<file path="src/rtl/mem_addr_seq.sv">
// Memory address sequencer: latches a base address, then steps through a
// burst of beats at STEP-byte increments, handshaking each beat with memory.
module mem_addr_seq #(
  parameter int unsigned DATA_W    = 32,
  parameter int unsigned LEN_W     = 3,
  parameter int unsigned STEP      = 4,
  parameter int unsigned VEC_OPC   = 253,
  parameter int unsigned VEC_OVF   = 254,
  parameter int unsigned VEC_DIV   = 255,
  parameter int unsigned ALIGN_CHK = 1
) (
  input  logic              clk,
  input  logic              reset,
  input  logic [2:0]        sel,
  input  logic [DATA_W-1:0] src_pc,
  input  logic [DATA_W-1:0] src_alu,
  input  logic              start,
  input  logic [LEN_W-1:0]  burst_len,
  input  logic              mem_ready,
  output logic [DATA_W-1:0] addr_out,
  output logic              addr_valid,
  output logic              busy,
  output logic              done,
  output logic              err
);

  typedef enum logic [1:0] {
    S_IDLE  = 2'd0,
    S_BURST = 2'd1,
    S_DONE  = 2'd2
  } state_t;

  state_t r_state;
  state_t w_next;

  logic [DATA_W-1:0] r_base;
  logic [DATA_W-1:0] r_off;
  logic [LEN_W-1:0]  r_cnt;
  logic              r_err;

  logic [DATA_W-1:0] w_base;
  logic              w_sel_ok;
  logic              w_misalign;
  logic              w_req_ok;
  logic              w_start_acc;
  logic              w_start_rej;
  logic              w_beat_acc;
  logic              w_last;

  localparam logic [DATA_W-1:0] P_STEP = DATA_W'(STEP);
  localparam logic [DATA_W-1:0] P_OPC  = DATA_W'(VEC_OPC);
  localparam logic [DATA_W-1:0] P_OVF  = DATA_W'(VEC_OVF);
  localparam logic [DATA_W-1:0] P_DIV  = DATA_W'(VEC_DIV);

  // Base source mux; codes above VEC_DIV are illegal.
  always_comb begin
    w_base   = '0;
    w_sel_ok = 1'b1;
    case (sel)
      3'b000:  w_base = src_pc;
      3'b001:  w_base = src_alu;
      3'b010:  w_base = P_OPC;
      3'b011:  w_base = P_OVF;
      3'b100:  w_base = P_DIV;
      default: w_sel_ok = 1'b0;
    endcase
  end

  assign w_misalign = (ALIGN_CHK != 0) &&
                      ((w_base % P_STEP) != '0);

  assign w_req_ok = w_sel_ok &&
                    (burst_len != '0) &&
                    !w_misalign;

  assign w_start_acc = (r_state == S_IDLE) &&
                       start && w_req_ok;

  assign w_start_rej = (r_state == S_IDLE) &&
                       start && !w_req_ok;

  assign w_beat_acc = (r_state == S_BURST) &&
                      mem_ready;

  assign w_last = (r_cnt == LEN_W'(1));

  always_ff @(posedge clk or posedge reset) begin
    if (reset) begin
      r_state <= S_IDLE;
    end else begin
      r_state <= w_next;
    end
  end

  always_comb begin
    w_next = r_state;
    unique case (r_state)
      S_IDLE: begin
        if (w_start_acc) begin
          w_next = S_BURST;
        end
      end
      S_BURST: begin
        if (w_beat_acc && w_last) begin
          w_next = S_DONE;
        end
      end
      S_DONE: begin
        w_next = S_IDLE;
      end
      default: begin
        w_next = S_IDLE;
      end
    endcase
  end

  always_comb begin
    addr_valid = 1'b0;
    busy       = 1'b0;
    done       = 1'b0;
    unique case (r_state)
      S_BURST: begin
        addr_valid = 1'b1;
        busy       = 1'b1;
      end
      S_DONE: begin
        done = 1'b1;
      end
      default: begin
        addr_valid = 1'b0;
      end
    endcase
  end

  // Offset stops on the final beat so the idle address is the last one driven.
  always_ff @(posedge clk or posedge reset) begin
    if (reset) begin
      r_base <= '0;
      r_off  <= '0;
      r_cnt  <= '0;
      r_err  <= 1'b0;
    end else begin
      r_err <= w_start_rej;
      if (w_start_acc) begin
        r_base <= w_base;
        r_off  <= '0;
        r_cnt  <= burst_len;
      end else if (w_beat_acc) begin
        r_cnt <= r_cnt - LEN_W'(1);
        if (!w_last) begin
          r_off <= r_off + P_STEP;
        end
      end
    end
  end

  assign addr_out = r_base + r_off;
  assign err      = r_err;

endmodule

</file>
<file path="config.mk">
export PLATFORM = sky130hd
export DESIGN_NAME = mem_addr_seq
export DESIGN_NICKNAME = d
export VERILOG_FILES = /design/src/rtl/mem_addr_seq.sv
export SDC_FILE = /design/constraint.sdc
export NUM_CORES = 1
export LEC_CHECK = 0
export BUFFER_PORTS_ARGS = -buffer_cell sky130_fd_sc_hd__buf_2
export CAP_MARGIN = 30
export CORE_MARGIN = 2
export CORE_UTILIZATION = 50
export DETAILED_ROUTE_END_ITERATION = 6
export PLACE_DENSITY = 0.75
export SETUP_SLACK_MARGIN = 0.2
export SYNTH_ARGS = -nofsm -noshare
export SYNTH_HDL_FRONTEND = slang
export SYNTH_SLANG_ARGS = --single-unit
</file>
<file path="constraint.sdc">
create_clock -name clk -period 3.65 [get_ports clk]
set_input_delay 0.73 -clock clk [delete_from_list [all_inputs] [get_ports clk]]
set_output_delay 0.73 -clock clk [all_outputs]
set_load 0.1 [all_outputs]
</file>
* Word-level counts from Yosys, hierarchy flattened *
Cells that the tools add are included.

storage, ports and cells
  word-level logic and storage cells = 47
  input port bits = 74
  output and inout port bits = 36
  register bits = 70

operators by class
  eq/ne operators = 10
  reductions and logical operators = 17
  $add $sub $neg = 3
  mux-type cells = 12

operator list
  cell                                                                    count
  32-bit one-hot mux with 5 select lines                                  1
  32-bit two-way mux                                                      3
  32-bit by 3-bit adder with 32-bit output (second input constant)        1
  32-bit adder                                                            1
  32-bit nonzero test                                                     1
  1-bit logical AND                                                       7
  3-bit by 1-bit equality test with 1-bit output (second input constant)  2
  3-bit by 2-bit equality test with 1-bit output (second input constant)  2
  3-bit two-way mux                                                       2
  5-bit OR reduction                                                      1
  2-bit two-way mux                                                       2
  2-bit != test (second input constant)                                   2
  2-bit one-hot mux with 2 select lines                                   1
  2-bit AND reduction                                                     2
  3-bit equality test (second input constant)                             1
  3-bit logical NOT                                                       1
  1-bit two-way mux                                                       3
  3-bit nonzero test                                                      1
  3-bit by 1-bit subtractor with 3-bit output (second input constant)     1
  2-bit by 1-bit equality test with 1-bit output (second input constant)  1
  2-bit equality test (second input constant)                             1
  1-bit logical NOT                                                       2
  2-bit logical NOT                                                       1
  2-bit by 1-bit != test with 1-bit output (second input constant)        1
  2-bit nonzero test                                                      1

* Depth between registers and ports, before layout *
Gate-level depths: netlist of the first run.

  word-level depth = 8
  mapped depth = 9
  depth with buffers taken out = 8

* Least setup slack after synthesis of the first run *
No wires, ideal clock.

  path type = reg-to-output
  start point = register r_off[4]
  end point = output addr_out[21]
  path slack = -464 ps
  stages on the path, launching flop included = 9
  data arrival time = 3384 ps
  required time = 2920 ps
  buffers on the path = 0
  path through = dfrtp_1 -> ha_1 -> nand2_1 -> o211a_1 -> o21ai_1 -> a211oi_1 -> o31ai_1 -> a221oi_1 -> xnor2_1

between the ends
  longest elaborated chain between the ends = 1

RTL lines
  item                    line  source
  from (decl)             37    logic [DATA_W-1:0] r_off;
  from (signal assigned)  151   r_off <= r_off + P_STEP;
  32-bit adder            157   assign addr_out = r_base + r_off;
  to (decl)               20    output logic [DATA_W-1:0] addr_out,

No other way between the ends.

* Worst setup path after layout of the first run *
  start point = register r_base[6]
  end point = output addr_out[20]

between the ends
  longest elaborated chain between the ends = 1

RTL lines
  item                    line  source
  from (decl)             36    logic [DATA_W-1:0] r_base;
  from (signal assigned)  145   r_base <= w_base;
  32-bit adder            157

No other way between the ends.

==> metrics.md, run 1 <==
| Metric | Value |
|---|---|
| Setup violations, final | `0` |
| Clk sink count | `68` |
| Tightest Pin Transition | `0.869 ns` |
| Ys Warns | `0` |
| Async S/R FF share, synth | `between 90% and 100%` |
| Layout Cells excl Fill | `778` |
| Net Count, Synth | `641` |
| Drt wl/cell | `17.1 um` |
| DRT Wirelength | `13300 um` |
| CP required | `2.92 ns` |
| Die Y | `101 um` |
| GRT met1 Usage | `32.8%` |
| TritonCTS buffer count | `9` |
| Status | `completed` |
| Clk Latency, worst-skew pair | `0.35 ns` |
| Crit. End Element | `primary output` |
| Worst hold start | `r_base[0]` |
| Top-level I/O count | `110` |
| Via Count | `4547` |
| Tightest Hold Check Type | `register to register` |
| # DRC | `0` |
| RSZ-0062 raised after global routing | `true` |
| Placed cells | `736` |
| Share of the synthesized area in the top cell type | `36.4%` |
| Crit path time final | `3.50 ns` |
| Final worst path period share | `a little over nine tenths` |
| Area of the mapped netlist | `approximately 0.0047 mm^2` |
| Initial antenna violation count | `0` |
| Worst Setup SP | `r_base[6]` |
| First-pass GRT wire length | `19600 um` |
| Layout cells sized above 1 | `39.6%` |
| Crit Path Max Fanout | `4` |
| Pre-antenna DRT Iters | `4` |
| Synth Flop Type | `dfrtp_1` |
| Critical Path AT | `2.77 ns` |
| Critical path's largest stage delay | `0.40 ns` |
| Syn-to-layout area delta | `41.2%` |
| CP max stage cell | `dfrtp_1` |
| Crit path kind | `register to primary output` |
| Iteration-0 DRC Markers | `210` |
| Max-slew headroom | `a little over two fifths` |
| Synth area leader | `dfrtp_1` |
| Worst path cell trace | `ha_1, o21a_1, o211ai_1, buf_4, o2111ai_4, a31o_4, a21oi_4, o2111ai_2, o311a_1, buf_12` |
| Final ANT Viol Nets | `0` |
| CTS H-Tree Depth | `3` |
| Clk buf depth | `2` |
| Vias in the first global route | `4270` |
| GRT Overall Usage | `24.4%` |
| FP Rows | `35` |
| Distinct cells, synth | `61` |
| Vias/cell | `slightly below 6` |
| Layout net count | `approximately 770` |
| Max-cap check violation count | `0` |
| Cells after synthesis | `535` |
| Buffers added on ports | `109` |
| CTS tree | `yes` |
| Syn_area_per_cell | `8.74 um^2` |
| Core area | `0.00915 mm^2` |
| Reg clk slew, reported paths | `approximately 0.070 ns` |
| Initial Util | `roughly half` |
| Sequential fraction of the synthesis area | `36.4%` |
| Die Area | `0.0101 mm^2` |
| GR Util met3 | `3.47%` |
| Fin Clk Skew | `0.0116 ns` |
| Diodes inserted | `0` |
| Root Buffer | `clkbuf_8` |
| Setup TNS | `0 ns` |
| Startpoint class of the critical path | `register` |
| Final Slew Violations | `0` |
| Hpwl dp | `between 8000 and 9000 um` |
| Top cells by area, synth | `dfrtp_1, ha_1, nor2_1, xor2_1, a221oi_1` |
| Pwr Density | `about 760 mW/mm^2` |
| FF-to-FF Start | `r_cnt[1]` |
| Pin count of the biggest net entering global routing | `69` |
| Die width | `~100 um` |
| Total grt overflow | `0` |
| GPL Wtd Cong | `0.878` |
| Filler cells | `just over 600` |
| FMAX | `286 MHz` |
| M2 GR Usage | `40.0%` |
| #FFs+latches synth | `68` |
| Post-synth EDFFs | `0` |
| Peak VDD IR | `0.673 mV` |
| Leakage power | `a little over 3 nW` |
| Hold_buf cts | `0` |
| Hold Vio Cnt, Final | `0` |
| Busiest grt layer | `met2` |
==> registers in the layout (all words and copies together), names as in the netlist <==
signal   flops
err          1
r_base      32
r_cnt        3
r_off       30
r_state      2
==> routing by layer <==
layer  wire, um  part of all wire, %  vias to the layer above
li1           -                    -                     2156
met1       5700                   43                     2192
met2       6490                   49                      165
met3        740                  5.6                       34
met4        368                  2.8                        0
met5          0                    0                        -
==> synth_stat cells, types with 2 or more instances <==
| cell | number |
|---|---|
| a211oi_1 | 2 |
| a21o_1 | 8 |
| a21oi_1 | 35 |
| a21oi_2 | 2 |
| a221oi_1 | 25 |
| a31oi_1 | 2 |
| and2_1 | 4 |
| and3_1 | 7 |
| and4_1 | 2 |
| buf_2 | 6 |
| buf_4 | 3 |
| buf_6 | 4 |
| clkbuf_1 | 14 |
| dfrtp_1 | 68 |
| ha_1 | 32 |
| inv_1 | 10 |
| nand2_1 | 49 |
| nand3_1 | 15 |
| nand4_1 | 13 |
| nor2_1 | 102 |
| nor3_1 | 6 |
| o2111ai_1 | 2 |
| o211a_1 | 2 |
| o211ai_1 | 4 |
| o21a_1 | 6 |
| o21ai_0 | 9 |
| o21ai_1 | 4 |
| o21bai_1 | 6 |
| o22ai_1 | 7 |
| xnor2_1 | 24 |
| xor2_1 | 32 |
==> critical path: cells and delay by family, from the launching register on <==
kind	cells	cell delay (ns)
AO/OA/AOI/OAI	7	1.36
flip-flops	1	0.40
buffers and inverters	2	0.34
adder cells (fa/ha/maj)	1	0.32
==> metrics by stage <==
stage	total power, mW	hold WS (ns)	setup WS (ns)	instance area, um^2	utilization (%)
finish	5.05	0.488	0.153	6610	72.2
global placement	4.01	0.465	0.223	5620	61.4
CTS	4.85	0.493	0.163	6230	68.1
global route	5.26	0.511	0.0589	6610	72.2
floorplan	3.40	0.445	0.0459	4830	-
detailed placement	4.05	0.473	0.165	5620	61.4
==> kinds of logic (layout without fill, tap and decap cells) <==
family	Yosys count	after routing	synth area share [%]
fa+ha+maj	32	32	8.56
simple gates	218	218	22.3
compound gates	123	123	18.0
flops	68	68	36.4
mux	1	1	0.214
buf+inv	37	169	4.01
xor+xnor	56	56	10.5
==> layout make-up <==
type,instances,area (um^2),share of cell area (%)
inverters,10,37.5,0.568
flip-flops and latches,68,1710,25.9
well taps,111,139,2.10
clock buffers,10,138,2.08
multi-input cells,430,3480,52.7
repair buffers,143,1030,15.7
clock inverters,6,63.8,0.966
==> report_power, final <==
group | switching [mW] | internal, mW
Combinational | 2.27 | 1.03
Sequential | 0.181 | 0.945
Clock | 0.299 | 0.333
Total | 2.75 | 2.31
==> path summary, 6_finish.rpt <==
kind | endpoint | slack (ns) | cells after the start
max reg2reg | r_off[29] | 1.30 | 8
min in group asynchronous | r_base[1] | 0.61 | 3
max | addr_out[20] | 0.15 | 10
min | r_base[0] | 0.49 | 1
min reg2reg | r_base[0] | 0.49 | 1
max in group asynchronous | r_off[7] | 2.39 | 3
==> layout by cell type, fill, tap and decap left out, drive strengths merged, types with 4 or more instances in the layout <==
master / instances
inv: 10
o21bai: 6
dfrtp: 68
and2: 4
nor2: 104
a21oi: 37
buf: 143
xor2: 32
and3: 8
o22ai: 7
a21o: 8
clkbuf: 10
o211ai: 4
o21ai: 13
a221oi: 25
nand4: 14
nand2: 50
xnor2: 24
o21a: 6
nand3: 16
ha: 32
nor3: 6
==> repair_timing <==
action / 4_1_cts / 5_1_grt
setup buffers: 10 / 16
resized for setup: 64 / 45
pin swaps: 15 / 25
cloned: 0 / 0
endpoints found under the setup margin: 18 / 19
Note: power is estimated with default switching activity, not from simulation.
==> inputs of run 2 (changes only) <==
==> constraint.sdc (replaced) <==
create_clock -name clk -period 4.05 [get_ports clk]
set_input_delay 0.81 -clock clk [delete_from_list [all_inputs] [get_ports clk]]
set_output_delay 0.81 -clock clk [all_outputs]
set_load 0.1 [all_outputs]
==> run 2 against run 1 <==
  * Flip-flop and latch count unchanged
  * First-iteration DRC count up 13%
  * Register-to-register slack better by 0.48 ns
  * Clock power down 9.8%
  * Count of clock-buffer cells in the layout up 4
  * Largest power group unchanged
==> metrics.md, run 2 (synthesized netlist as in run 1, its figures left out) <==
| Metric | Value |
|---|---|
| Drt wl/cell | `15.9 um` |
| Hold Vio Cnt, Final | `0` |
| Initial Util | `between 50% and 60%` |
| Clk buf depth | `2` |
| FMAX | `roughly 270 MHz` |
| Hold_buf cts | `0` |
| Iteration-0 DRC Markers | `238` |
| Peak VDD IR | `0.826 mV` |
| GPL Wtd Cong | `0.820` |
| Worst Slack Setup Final | `~0.3 ns` |
| Startpoint class of the critical path | `register` |
| Status | `completed` |
| FP Rows | `35` |
| Comb power frac | `62.0%` |
| Crit Path Max Fanout | `4` |
| Die Y | `101 um` |
| Storage cell area | `between 0.0015 and 0.002 mm^2` |
| Vias in the first global route | `4154` |
| Multi-input logic area | `0.00298 mm^2` |
| Layout net count | `between 700 and 800` |
| Worst hold start | `r_base[0]` |
| Final ANT Viol Nets | `0` |
| CP max stage cell | `dfrtp_1` |
| CTS tree | `yes` |
| Crit path kind | `register to primary output` |
| Worst path cell trace | `ha_1, a21oi_1, o211a_1, o2111ai_4, and3_2, o41ai_2, xnor2_2, buf_4` |
| Postcts setup bufs | `0` |
| FF-to-FF Start | `r_cnt[0]` |
| Total grt overflow | `0` |
| Clk sink count | `just under 70` |
| Final worst path period share | `just over 90%` |
| Post-route cell area | `0.00572 mm^2` |
| Most frequent cells in the layout | `nor2_1, buf_2, dfrtp_1` |
| CP required | `3.24 ns` |
| Tightest Hold Check Type | `register to register` |
| Initial antenna violation count | `0` |
| Crit path time final | `3.75 ns` |
| First-pass GRT wire length | `19500 um` |
| Die width | `101 um` |
| Cts repair resizes | `17` |
| Most common cell after layout, fill and taps aside | `nor2_1` |
| Core area | `0.00915 mm^2` |
| Filler cells | `763` |
| TritonCTS buffer count | `9` |
| Leakage power | `2.88 nW` |
| Pre-antenna DRT Iters | `5` |
| Biggest registers after layout | `r_base: 32 flops, r_off: 30 flops, r_cnt: 3 flops` |
| Max-cap check violation count | `0` |
| Layout cells sized above 1 | `28.1%` |
| Pwr Density | `708 mW/mm^2` |
| Placed Area | `0.00538 mm^2` |
| Root Buffer | `clkbuf_8` |
| Die Area | `0.0101 mm^2` |
| Number of flip-flops under the largest register name | `32` |
| Max-slew headroom | `36.1%` |
| Vias/cell | `5.78` |
| Dpl ws | `0.363 ns` |
| DRT Wirelength | `11900 um` |
| RSZ-0062 raised after global routing | `true` |
| Critical Path AT | `around 2.9 ns` |
| Reg clk slew, reported paths | `0.07 ns` |
| Crit. End Element | `primary output` |
| Most flops, register | `r_base` |
| Hpwl dp | `9000 um` |
| Buffers added on ports | `109` |
| Internal power | `around 1.8 mW` |
| # DRC | `0` |
| Syn-to-layout area delta | `22.4%` |
| Tightest Pin Transition | `0.954 ns` |
| Diodes inserted | `0` |
| Sw Pwr | `2.29 mW` |
| Setup TNS | `0 ns` |
| Clk Latency, worst-skew pair | `0.35 ns` |
| Pin count of the biggest net entering global routing | `44` |
| CTS H-Tree Depth | `3` |
| Clock power frac | `14.1%` |
| Via Count | `4347` |
| Final Slew Violations | `0` |
| GRT Overall Usage | `24.1%` |
| Final hold slack | `0.489 ns` |
| Setup violations, final | `0` |
| Fin Clk Skew | `around 0.0089 ns` |
| Switch share | `56.7%` |
| Critical path's largest stage delay | `between 0.4 and 0.5 ns` |
| Top-level I/O count | `110` |
| Sequential share of power | `24.0%` |
| Worst Setup SP | `r_off[5]` |
-- run 2: cell types whose count changed in the layout (fill, tap and decap cells not counted), moves of 9 or more --
cell	delta
ha_1	+22
buf_4	-17
ha_4	-16
buf_12	-14
a21oi_1	+9
-- run 2: stage by stage --
step           util, %  total power, mW  instances
6_report          62.5             4.05        752
5_1_grt           62.5             4.24        752
4_1_cts           61.6             4.02        751
3_5_place_dp      58.7             3.41        735
3_3_place_gp      58.7             3.36        735
2_1_floorplan        -             3.04        535
-- run 2: layout make-up --
| cell class | count | share of cell area [%] |
|---|---|---|
| Multi-Input combinational cell | 430 | 52.1 |
| Sequential cell | 68 | 29.7 |
| Timing Repair Buffer | 117 | 11.4 |
| Clock buffer | 14 | 3.37 |
| Tap cell | 111 | 2.43 |
| Inverter | 10 | 0.656 |
| Clock inverter | 2 | 0.262 |
-- run 2: critical path: cells and delay by family, from the launching register on --
kind / cells / cell delay, ns
compound gates: 4 / 1.08
flops: 1 / 0.43
fa+ha+maj: 1 / 0.34
buf+inv: 1 / 0.31
simple gates: 1 / 0.28
xor+xnor: 1 / 0.15
-- run 2: power groups by stage --
| stage | combinational (mW) | clock (mW) | sequential (mW) |
|---|---|---|---|
| 3_5_place_dp | 2.43 | 0 | 0.982 |
| 6_report | 2.51 | 0.569 | 0.972 |
| 2_1_floorplan | 2.07 | 0 | 0.967 |
| 5_1_grt | 2.64 | 0.606 | 0.992 |
| 4_1_cts | 2.48 | 0.576 | 0.970 |
| 3_3_place_gp | 2.39 | 0 | 0.973 |
-- run 2: layer usage --
layer	up-vias	track usage [%]	part of all wire, %
met5	-	0	0
met4	0	8.43	1.6
met3	17	2.91	4.8
met2	128	39.8	49
met1	2095	32.9	45
li1	2107	-	-
-- run 2: worst paths after layout --
path | cells past startpoint | slack, ns | end
max in group asynchronous | 3 | 2.58 | r_off[19]
worst max-delay path | 8 | 0.30 | addr_out[30]
worst max register to register | 7 | 1.78 | r_off[29]
worst min register to register | 1 | 0.49 | r_base[0]
worst min-delay path | 1 | 0.49 | r_base[0]
min in group asynchronous | 2 | 0.50 | r_base[27]
==> inputs of run 3 (changes only) <==
--- a/config.mk
+++ b/config.mk
@@ -10,7 +10,7 @@
 export CORE_MARGIN = 2
 export CORE_UTILIZATION = 50
 export DETAILED_ROUTE_END_ITERATION = 6
-export PLACE_DENSITY = 0.75
+export PLACE_DENSITY = 0.71
 export SETUP_SLACK_MARGIN = 0.2
 export SYNTH_ARGS = -nofsm -noshare
 export SYNTH_HDL_FRONTEND = slang
==> run 3 against run 2 <==
  * Maximum frequency decreased by 0.46%
  * Setup slack worse by 0.017 ns
  * Power is essentially flat
  * Sequential power is essentially flat
  * Routed wire length is 3.9% lower
  * Count of clock-buffer cells in the layout down 1
  * Highest routed layer unchanged
  * Combinational power about the same
  * Hold slack better by 0.0073 ns
  * Critical path depth unchanged
==> metrics.md, run 3 (synthesized netlist as in run 1, its figures left out) <==
| Metric | Value |
|---|---|
| Final hold slack | `slightly below 0.5 ns` |
| Buffers added on ports | `109` |
| Clk buf depth | `2` |
| Fin Clk Skew | `about 0.0064 ns` |
| Met3 routed WL | `542 um` |
| Layout net count | `740` |
| FP Rows | `35` |
| Pwr Density | `between 700 and 800 mW/mm^2` |
| Die Y | `101 um` |
| Pre-antenna DRT Iters | `4` |
| Initial Util | `51.1%` |
| Tightest Hold Check Type | `register to register` |
| Setup TNS | `0 ns` |
| CTS tree | `yes` |
| Most common cell after layout, fill and taps aside | `nor2_1` |
| DRT Wirelength | `roughly 11000 um` |
| Crit path kind | `register to primary output` |
| Vias in the first global route | `3878` |
| Vias/cell | `5.63` |
| Die width | `101 um` |
| # DRC | `0` |
| Iteration-0 DRC Markers | `roughly 190` |
| Reg clk slew, reported paths | `0.07 ns` |
| Hold Vio Cnt, Final | `0` |
| Tightest Pin Transition | `0.853 ns` |
| Root Buffer | `clkbuf_8` |
| Syn-to-layout area delta | `21.6%` |
| Startpoint class of the critical path | `register` |
| GRT Overall Usage | `between 20% and 30%` |
| Biggest registers after layout | `r_base: 32 flops, r_off: 30 flops, r_cnt: 3 flops` |
| Pin count of the biggest net entering global routing | `43` |
| Hpwl dp | `~8800 um` |
| Crit. End Element | `primary output` |
| Total grt overflow | `0` |
| Filler cells | `817` |
| Most flops, register | `r_base` |
| Via Count | `4211` |
| Max-cap check violation count | `0` |
| Critical Path AT | `2.96 ns` |
| CTS H-Tree Depth | `3` |
| Crit Path Max Fanout | `5` |
| Crit path time final | `3.77 ns` |
| GPL Wtd Cong | `about 0.87` |
| Final worst path period share | `93.1%` |
| Diodes inserted | `0` |
| Die Area | `0.0101 mm^2` |
| Number of flip-flops under the largest register name | `32` |
| Final ANT Viol Nets | `0` |
| RSZ-0062 raised after global routing | `true` |
| Clk Latency, worst-skew pair | `0.35 ns` |
| TritonCTS buffer count | `9` |
| Setup violations, final | `0` |
| Top-level I/O count | `between 100 and 150` |
| Layout cells sized above 1 | `a little over a quarter` |
| Final core utilization | `about 62%` |
| Max-slew headroom | `43.1%` |
| CP required | `3.24 ns` |
| First-pass GRT wire length | `~19000 um` |
| DR top layer | `met4` |
| Peak VDD IR | `1.13 mV` |
| Leakage power | `between 2 and 3 nW` |
| Drt wl/cell | `~15 um` |
| Post-Route M1 WL | `5380 um` |
| Core area | `0.00915 mm^2` |
| Clk sink count | `68` |
| Initial antenna violation count | `0` |
| FMAX | `265 MHz` |
| Final Slew Violations | `0` |
| Status | `completed` |
| Total Power | `4.05 mW` |
| Met2 wire length | `5360 um` |
| Hold_buf cts | `0` |
| Most frequent cells in the layout | `nor2_1, buf_2, dfrtp_1` |
run 3: worst paths after layout:
path	from	cells after the start	to	slack, ns
hold reg to reg	r_base[1]	1	r_base[1]	0.50
min in group asynchronous	reset	2	r_base[0]	0.63
hold / removal	r_base[1]	1	r_base[1]	0.50
setup reg to reg	r_cnt[1]	8	r_off[29]	1.72
max in group asynchronous	reset	3	r_base[8]	2.51
setup / recovery	r_off[17]	8	addr_out[30]	0.28
run 3: repair_timing:
item                                    4_1_cts  5_1_grt
gates resized for setup                      15       13
buffers inserted                              0        0
endpoints found under the setup margin       13       15
run 3: critical path, stage by stage, from the launching register on:
cell and delay (ns):
dfrtp_1 0.41, ha_1 0.38, a21oi_1 0.27, o21ai_0 0.19, a22o_1 0.24, a211o_1 0.33, o41ai_2 0.33, xnor2_2 0.16
buf_4 0.31
run 3: stage by stage:
stage | instances | setup slack, ns | instance area, um^2
final | 748 | 0.281 | 5690
after global routing | 748 | 0.156 | 5690
after CTS | 748 | 0.135 | 5640
after detailed placement | 734 | 0.337 | 5380
after global placement | 734 | 0.363 | 5380
after floorplan | 535 | 0.204 | 4780
run 3: routing by layer:
| metal | vias up | track usage [%] |
|---|---|---|
| met5 | - | 0 |
| met4 | 0 | 6.64 |
| met3 | 14 | 4.23 |
| met2 | 109 | 37.1 |
| met1 | 1994 | 32.8 |
| li1 | 2094 | - |
run 3: layout make-up:
| type | count | area (um^2) | share of cell area, % |
|---|---|---|---|
| Multi-Input combinational cell | 430 | 2950 | 51.9 |
| Sequential cell | 68 | 1700 | 29.9 |
| Timing Repair Buffer | 115 | 648 | 11.4 |
| Clock buffer | 13 | 179 | 3.15 |
| Tap cell | 111 | 139 | 2.44 |
| Inverter | 10 | 37.5 | 0.660 |
| Clock inverter | 1 | 30.0 | 0.528 |
run 3: report_power, final:
| group | internal [mW] | switching, mW |
|---|---|---|
| Clock | 0.345 | 0.247 |
| Combinational | 0.593 | 1.89 |
| Sequential | 0.852 | 0.118 |
